--- src/rtl/rr_bus_arbiter_pkg.sv ---
// Shared types and sizes for the round-robin bus arbiter.
// Four requesters share a single 2-bit mux select.
package rr_bus_arbiter_pkg;

    localparam int REQ_N = 4;
    localparam int SEL_W = 2;

    typedef enum logic {
        IDLE = 1'b0,
        BUSY = 1'b1
    } state_e;

endpackage

--- src/rtl/rr_bus_arbiter_mux.sv ---
// 4:1 datapath mux steered by the arbiter's registered select.
// Purely combinational.
module rr_bus_arbiter_mux
    import rr_bus_arbiter_pkg::*;
#(
    parameter int WIDTH = 8
) (
    input  logic [WIDTH-1:0] in0,
    input  logic [WIDTH-1:0] in1,
    input  logic [WIDTH-1:0] in2,
    input  logic [WIDTH-1:0] in3,
    input  logic [SEL_W-1:0] sel,
    output logic [WIDTH-1:0] out_data
);

    always_comb begin
        out_data = in0;
        unique case (sel)
            2'd0: out_data = in0;
            2'd1: out_data = in1;
            2'd2: out_data = in2;
            2'd3: out_data = in3;
        endcase
    end

endmodule

--- src/rtl/rr_bus_arbiter.sv ---
// Round-robin arbiter/sequencer for a shared 4:1 datapath mux.
// Holds a grant until last, abandon or burst cap, then rotates priority.
module rr_bus_arbiter
    import rr_bus_arbiter_pkg::*;
#(
    parameter int WIDTH    = 8,
    parameter int HOLD_MAX = 4
) (
    input  logic             Clk,
    input  logic             Reset,
    input  logic [REQ_N-1:0] req,
    input  logic [REQ_N-1:0] last,
    input  logic [WIDTH-1:0] in0,
    input  logic [WIDTH-1:0] in1,
    input  logic [WIDTH-1:0] in2,
    input  logic [WIDTH-1:0] in3,
    input  logic             out_ready,
    output logic [REQ_N-1:0] gnt,
    output logic [SEL_W-1:0] sel,
    output logic [WIDTH-1:0] out_data,
    output logic             out_valid,
    output logic             busy
);

    localparam logic [3:0] CAP = 4'(HOLD_MAX);

    state_e           state_q, state_d;
    logic [REQ_N-1:0] gnt_q, gnt_d;
    logic [SEL_W-1:0] sel_q, sel_d;
    logic [SEL_W-1:0] ptr_q, ptr_d;
    logic [3:0]       beat_cnt_q, beat_cnt_d;

    logic [SEL_W-1:0] win;
    logic [SEL_W-1:0] idx;
    logic             found;
    logic             beat;
    logic             release_grant;
    logic [3:0]       cnt_inc;

    // Scan from ptr upward so the last winner has lowest priority.
    always_comb begin
        win   = ptr_q;
        idx   = '0;
        found = 1'b0;
        for (int k = 0; k < REQ_N; k++) begin
            idx = ptr_q + SEL_W'(k);
            if (!found && req[idx]) begin
                win   = idx;
                found = 1'b1;
            end
        end
    end

    assign out_valid = (|gnt_q) && req[sel_q];
    assign beat      = out_valid && out_ready;
    assign cnt_inc   = (beat_cnt_q == CAP) ? beat_cnt_q : beat_cnt_q + 4'd1;
    assign release_grant = !req[sel_q]
                        || (beat && (last[sel_q] || cnt_inc == CAP));

    always_comb begin
        state_d    = state_q;
        gnt_d      = gnt_q;
        sel_d      = sel_q;
        ptr_d      = ptr_q;
        beat_cnt_d = beat_cnt_q;
        unique case (state_q)
            IDLE: begin
                if (found) begin
                    gnt_d      = REQ_N'(1) << win;
                    sel_d      = win;
                    beat_cnt_d = '0;
                    state_d    = BUSY;
                end
            end
            BUSY: begin
                if (beat) beat_cnt_d = cnt_inc;
                if (release_grant) begin
                    gnt_d   = '0;
                    ptr_d   = sel_q + SEL_W'(1);
                    state_d = IDLE;
                end
            end
        endcase
    end

    always_ff @(posedge Clk or posedge Reset) begin
        if (Reset) begin
            state_q    <= IDLE;
            gnt_q      <= '0;
            sel_q      <= '0;
            ptr_q      <= '0;
            beat_cnt_q <= '0;
        end else begin
            state_q    <= state_d;
            gnt_q      <= gnt_d;
            sel_q      <= sel_d;
            ptr_q      <= ptr_d;
            beat_cnt_q <= beat_cnt_d;
        end
    end

    assign gnt  = gnt_q;
    assign sel  = sel_q;
    assign busy = (state_q == BUSY);

    rr_bus_arbiter_mux #(
        .WIDTH(WIDTH)
    ) u_mux (
        .in0     (in0),
        .in1     (in1),
        .in2     (in2),
        .in3     (in3),
        .sel     (sel_q),
        .out_data(out_data)
    );

endmodule
--- config.mk ---
export PLATFORM = sky130hd
export DESIGN_NAME = rr_bus_arbiter
export DESIGN_NICKNAME = d
export VERILOG_FILES = /design/src/rtl/rr_bus_arbiter_pkg.sv /design/src/rtl/rr_bus_arbiter_mux.sv /design/src/rtl/rr_bus_arbiter.sv
export SDC_FILE = /design/constraint.sdc
export NUM_CORES = 1
export LEC_CHECK = 0
export CAP_MARGIN = 25
export CORE_MARGIN = 3
export CORE_UTILIZATION = 41
export DETAILED_ROUTE_END_ITERATION = 8
export PLACE_DENSITY_LB_ADDON = 0.15
export SYNTH_ARGS = -nofsm -noshare
export SYNTH_HDL_FRONTEND = slang
export SYNTH_HIERARCHICAL = 1
export SYNTH_SLANG_ARGS = --single-unit
export TNS_END_PERCENT = 10
--- constraint.sdc ---
create_clock -name Clk -period 4.6 [get_ports Clk]
set_clock_uncertainty 0.2 [all_clocks]
set_input_delay 1.15 -clock Clk [delete_from_list [all_inputs] [get_ports Clk]]
set_output_delay 1.15 -clock Clk [all_outputs]
set_load 0.05 [all_outputs]
==> reports/results.tsv, run 1 <==
stage	metric	value	unit
detailed_routing	TritonRoute pass-1 iters	4	
floorplan	die area	3234	um^2
synthesis	Synth Instances	98	
grt	all-layer global routing usage	0.2089	
synthesis	most numerous cell in the Yosys netlist	dfrtp_1	
sta	max-slew violation count	0	
floorplan	DIE HEIGHT	56.87	um
placement	IO Port Bufs	58	
layout	antenna diode count	0	
cts	CTS Sinks	13	
critical_path	CP Buf/Inv Count	2	
flow_run	Max-cap violations	0	
sta	setup violators final	0	
critical_path	CP startpoint kind	primary input	
sta	RSZ-0062 raised after global routing	false	
synthesis	asr flop ratio synth	1.000	
synthesis	count of cell types in the netlist	35	
grt	global route overflow	0	
synthesis	Main synth FF type	dfrtp_1	
sta	final worst setup slack	0.5036	ns
cts	CTS tree	yes	
detailed_routing	drt drc	0	
sta	Worst Tran Pin Value	0.7354	ns
sta	fmax	0.2441	GHz
floorplan	Placeable Area	2340	um^2
grt	initial antenna violation count	0	
placement	pre-CTS setup slack	0.4995	ns
critical_path	slowest stage cell, crit path	clkdlybuf4s50_1	
detailed_routing	Via-to-Cell Ratio	5.659	
synthesis	top-area cell type share of the netlist area	0.3066	
synthesis	syn avg cell area	10.83	um^2
critical_path	crit path cell chain	clkdlybuf4s50_1 -> mux4_2 -> clkdlybuf4s50_1	
layout	layout cell share with drive strength beyond 1	0.1465	
floorplan	std cell rows	17	
outcome	outcome	completed	
sta	setup TNS	0	ns
synthesis	synthesized area	1061	um^2
cts	clk_lat worst skew	0.28	ns
pwr	VDD IR max	0.0005022	V
placement	placed cell count	181	
critical_path	crit path DAT	2.75	ns
detailed_routing	routed via count	1047	
cts	cts bufs inserted	3	
critical_path	CP delay by family, top	buffers and inverters	
detailed_routing	DRT iter0 DRCs	37	
cts	Root Driver	clkbuf_4	
pwr	PD cells	675.6	nW/um^2
cts	Max Root-Sink Buffers	2	
hold_path	class of the worst hold path	reg2reg	
sta	slew margin rel.	0.5097	
cts	clock slew seen by the registers of the worst setup and hold paths	0.08	ns
sta	Tcrit/Tclk final	0.8905	
cts	post-cts resize count	0	
layout	final cell count without fillers	185	
floorplan	Die X	56.87	um
detailed_routing	antenna viol nets, final	0	
layout	synth-to-layout area growth	58.37	%
cts	setup bufs post-CTS	0	
synthesis	post-synthesis net count	143	
cts	CTS Hold Bufs	0	
sta	fin crit period	4.096	ns
synthesis	largest cells by area after synthesis	dfrtp_1 31%, mux4_2 21%, nand2_1 3.9%	
pwr	Pleak	0.6653	nW
synthesis	post-synthesis sequential element count	13	
synthesis	sequential area share after synthesis	0.3066	
synthesis	EDFF count, synth	0	
synthesis	Synth top cells by count	13 x dfrtp_1, 11 x nand2_1, 10 x mux4_2	
synthesis	synth warn	6	
sta	final hold violations	0	
critical_path	slowest stage delay, CP	0.72	ns
layout	layout net count	203	
placement	DP Wirelength	2609	um
critical_path	critical path peak fanout	1	
detailed_routing	wirelength, routed	3102	um
floorplan	Starting Density	0.4535	
grt	vias in the first global route	1104	
placement	RePlAce Congestion	0.8443	
critical_path	Crit path top cell by count	clkdlybuf4s50_1	
floorplan	Boundary Pins	59	
critical_path	Crit. End Element	output port	
grt	first-pass GRT wire length	5347	um
grt	largest net degree at the start of global routing	15	
cts	H-tree depth	1	
detailed_routing	drt wl/cell	16.77	um
critical_path	CP Class	in2out	
critical_path	Crit path required time	3.25	ns
synthesis	Synth area leader	dfrtp_1	
-- report_power, final --
| group | switching (mW) | internal (mW) | total, mW | leakage, nW |
|---|---|---|---|---|
| Clock | 0.0385 | 0.0336 | 0.0721 | 0.0150 |
| Sequential | 0.0956 | 0.158 | 0.254 | 0.167 |
| Combinational | 0.462 | 0.348 | 0.810 | 0.483 |
-- metal layers --
layer	up-vias	GRT usage	part of all wire	routed length [um]
met2	47	0.3432	0.49	1531
met4	0	0.03974	0.017	52
met3	6	0.06207	0.071	221
met1	499	0.2736	0.42	1297
met5	-	0	0	0
li1	495	-	-	-
-- layout make-up --
| cell class | instances | area, um^2 |
|---|---|---|
| sequential | 13 | 325.3 |
| tap | 28 | 35.03 |
| clock buffer | 4 | 26.28 |
| inverter | 7 | 26.28 |
| timing repair buffer | 58 | 578.1 |
| multi-input combinational | 75 | 689.4 |
| fill | 180 | 659.4 |
-- cell usage in the layout (no fill, tap or decap), drive strengths merged, types with 3 or more instances in the layout --
cell / n
nor2b: 4
inv: 7
dfrtp: 13
clkdlybuf4s50: 57
clkbuf: 4
mux4: 10
o21a: 3
nor2: 4
a21oi: 3
o21ai: 7
nand2: 11
o22ai: 3
nand2b: 4
-- stage by stage --
step	hold slack [ns]	util	cell area (um^2)	power (mW)
finish	0.3545	0.7182	1680	1.135
global route	0.4074	0.7182	1680	1.209
floorplan	0.3012	-	1061	0.8326
global placement	0.3233	0.7070	1654	1.046
CTS	0.3614	0.7182	1680	1.142
detailed placement	0.3428	0.7070	1654	1.068
-- worst paths after layout --
check                                     startpoint                        end  slack [ns]  depth (start not counted)
max reg2reg                       sel[0]$_DFFE_PP0P_       ptr_q[1]$_DFFE_PP0P_        2.10                          4
min                        beat_cnt_q[3]$_DFFE_PP0P_  beat_cnt_q[3]$_DFFE_PP0P_        0.35                          1
max                                           in3[6]                out_data[6]        0.50                          3
min reg2reg                beat_cnt_q[3]$_DFFE_PP0P_  beat_cnt_q[3]$_DFFE_PP0P_        0.35                          1
min in group asynchronous                      Reset         gnt[2]$_DFFE_PP0P_        1.00                          2
max in group asynchronous                      Reset         gnt[1]$_DFFE_PP0P_        2.86                          2
-- worst register-to-register path: cells and delay by family, from the launching register on --
| kind | cells | cell delay, ns |
|---|---|---|
| simple gates | 1 | 0.13 |
| compound gates | 1 | 0.22 |
| mux | 2 | 1.01 |
| flops | 1 | 0.83 |
-- flip-flops by register name, summed over array words and instances (netlist names) --
name / cells
ptr_q: 2
beat_cnt_q: 4
gnt: 4
sel: 2
busy: 1
-- cell families after synthesis --
family	after synthesis	share of synthesized area
xor+xnor	1	0.008256
fa+ha+maj	2	0.02358
buf+inv	10	0.04363
flops	13	0.3066
simple gates	31	0.1698
compound gates	28	0.1981
mux	13	0.2500
No activity file was read; power rests on OpenSTA's default activity.
==> run 2, diff against run 1 <==
--- a/config.mk
+++ b/config.mk
@@ -5,10 +5,11 @@
 export SDC_FILE = /design/constraint.sdc
 export NUM_CORES = 1
 export LEC_CHECK = 0
-export CAP_MARGIN = 25
+export CORE_ASPECT_RATIO = 0.5
 export CORE_MARGIN = 3
-export CORE_UTILIZATION = 41
+export CORE_UTILIZATION = 40
 export DETAILED_ROUTE_END_ITERATION = 8
+export HOLD_SLACK_MARGIN = 0.15
 export PLACE_DENSITY_LB_ADDON = 0.15
 export SYNTH_ARGS = -nofsm -noshare
 export SYNTH_HDL_FRONTEND = slang
==> run 2 against run 1 <==
  * Cell area rose by 2.1%
  * Critical endpoint is now out_data[7]
  * Via count fell by 2.3%
  * Highest routed layer unchanged
  * Largest cell class unchanged
  * Final cell count rose by 4.3%
  * Die area rose by 3.4%
==> reports/results.tsv, run 2 (synthesis gave the netlist of run 1 again) <==
stage	metric	value	unit
cts	Root Driver	clkbuf_8	
grt	first-pass GRT wire length	5216	um
floorplan	DIE HEIGHT	42.42	um
sta	Hold Worst Slack	0.3585	ns
hold_path	class of the worst hold path	reg2reg	
outcome	outcome	completed	
flow_run	Max-cap violations	0	
layout	antenna diode count	0	
detailed_routing	DRT iter0 DRCs	16	
sta	Tcrit/Tclk final	0.8952	
layout	most common cell after layout, fill and taps aside	clkdlybuf4s50_1	
sta	fin crit period	4.118	ns
floorplan	Starting Density	0.4501	
grt	global route overflow	0	
detailed_routing	antenna viol nets, final	0	
detailed_routing	drt wl/cell	16.72	um
layout	layout net count	204	
sta	RSZ-0062 raised after global routing	false	
placement	placed cell count	189	
layout	# fillers	178	
layout	post-layout util	0.7277	
cts	Max Root-Sink Buffers	2	
cts	CTS tree	yes	
critical_path	critical path peak fanout	1	
critical_path	slowest stage delay, CP	0.73	ns
floorplan	die area	3344	um^2
sta	setup TNS	0	ns
layout	layout cell share with drive strength beyond 1	0.1519	
floorplan	Placeable Area	2357	um^2
detailed_routing	Via-to-Cell Ratio	5.301	
cts	H-tree depth	1	
sta	setup violators final	0	
critical_path	CP startpoint kind	primary input	
critical_path	Crit path required time	3.25	ns
floorplan	std cell rows	12	
pwr	VDD IR max	0.0004672	V
critical_path	Crit. End Element	output port	
cts	setup bufs post-CTS	0	
grt	largest net degree at the start of global routing	14	
cts	post-cts resize count	0	
detailed_routing	drt drc	0	
layout	final cell count without fillers	193	
critical_path	CP Class	in2out	
sta	max-slew violation count	0	
cts	clock slew seen by the registers of the worst setup and hold paths	0.06	ns
layout	Sequential cell area	325.3	um^2
floorplan	Boundary Pins	59	
layout	Multi-input gate area	689.4	um^2
critical_path	slowest stage cell, crit path	clkdlybuf4s50_1	
critical_path	crit path DAT	2.77	ns
detailed_routing	routed via count	1023	
layout	most frequent cells in the layout	57 x clkdlybuf4s50_1, 13 x dfrtp_1, 11 x nand2_1	
pwr	PD cells	684.0	nW/um^2
floorplan	Die X	78.84	um
cts	CTS Hold Bufs	0	
pwr	Pleak	0.6780	nW
critical_path	CP delay by family, top	buffers and inverters	
critical_path	Crit path top cell by count	clkdlybuf4s50_1	
sta	final hold violations	0	
cts	CTS Sinks	13	
detailed_routing	TritonRoute pass-1 iters	4	
grt	vias in the first global route	985	
grt	initial antenna violation count	0	
sta	fmax	0.2429	GHz
cts	cts bufs inserted	3	
placement	IO Port Bufs	58	
placement	DP Wirelength	2641	um
cts	clk_lat worst skew	0.25	ns
sta	Worst Tran Pin Value	0.6051	ns
critical_path	CP Buf/Inv Count	2	
critical_path	crit path cell chain	clkdlybuf4s50_1 -> mux4_2 -> clkdlybuf4s50_1	
detailed_routing	wirelength, routed	3227	um
grt	all-layer global routing usage	0.2063	
layout	synth-to-layout area growth	61.67	%
sta	slew margin rel.	0.5966	
placement	RePlAce Congestion	0.7240	
-- run 2: changes by cell type in the layout (fill, tap and decap cells not counted) --
cell and change:
clkbuf_8 +3, buf_4 +1, clkbuf_4 -3
-- run 2: worst paths after layout --
check	startpoint	end	slack (ns)	cells after the start
setup reg to reg	sel[0]$_DFFE_PP0P_	ptr_q[1]$_DFFE_PP0P_	2.08	5
setup / recovery	in2[7]	out_data[7]	0.48	3
min in group asynchronous	Reset	gnt[2]$_DFFE_PP0P_	1.02	2
hold / removal	beat_cnt_q[3]$_DFFE_PP0P_	beat_cnt_q[3]$_DFFE_PP0P_	0.36	1
hold reg to reg	beat_cnt_q[3]$_DFFE_PP0P_	beat_cnt_q[3]$_DFFE_PP0P_	0.36	1
max in group asynchronous	Reset	ptr_q[1]$_DFFE_PP0P_	2.85	2
-- run 2: worst register-to-register path, cell delays in order (launching register included) --
cell and delay [ns]:
dfrtp_1 0.73, buf_4 0.25, mux4_2 0.59, nand2b_1 0.13, o211a_4 0.21, mux2_4 0.30
-- run 2: metal layers --
layer  routed length [um]  GRT usage  up-vias
li1                     -          -      498
met1                 1327     0.2381      479
met2                 1480     0.3524       43
met3                  396    0.09871        3
met4                   22    0.04110        0
met5                    0          0        -
-- run 2: area by class of cell --
class	instances	area share
multi-input combinational	75	0.4019
tap	35	0.02553
sequential	13	0.1896
timing repair buffer	59	0.3414
inverter	7	0.01532
clock buffer	4	0.02626
-- run 2: per-stage QoR --
step / power, mW / worst slack (ns) / instance area (um^2)
6_report: 1.173 / 0.4823 / 1715
5_1_grt: 1.239 / 0.4529 / 1715
4_1_cts: 1.178 / 0.4795 / 1715
3_5_place_dp: 1.069 / 0.4795 / 1670
3_3_place_gp: 1.062 / 0.4847 / 1670
2_1_floorplan: 0.8326 / 1.252 / 1061
-- run 2: where the power goes --
part	total (mW)	switching, mW	internal (mW)
registers	0.246	0.0871	0.159
clock network	0.108	0.0462	0.0614
logic	0.820	0.467	0.353
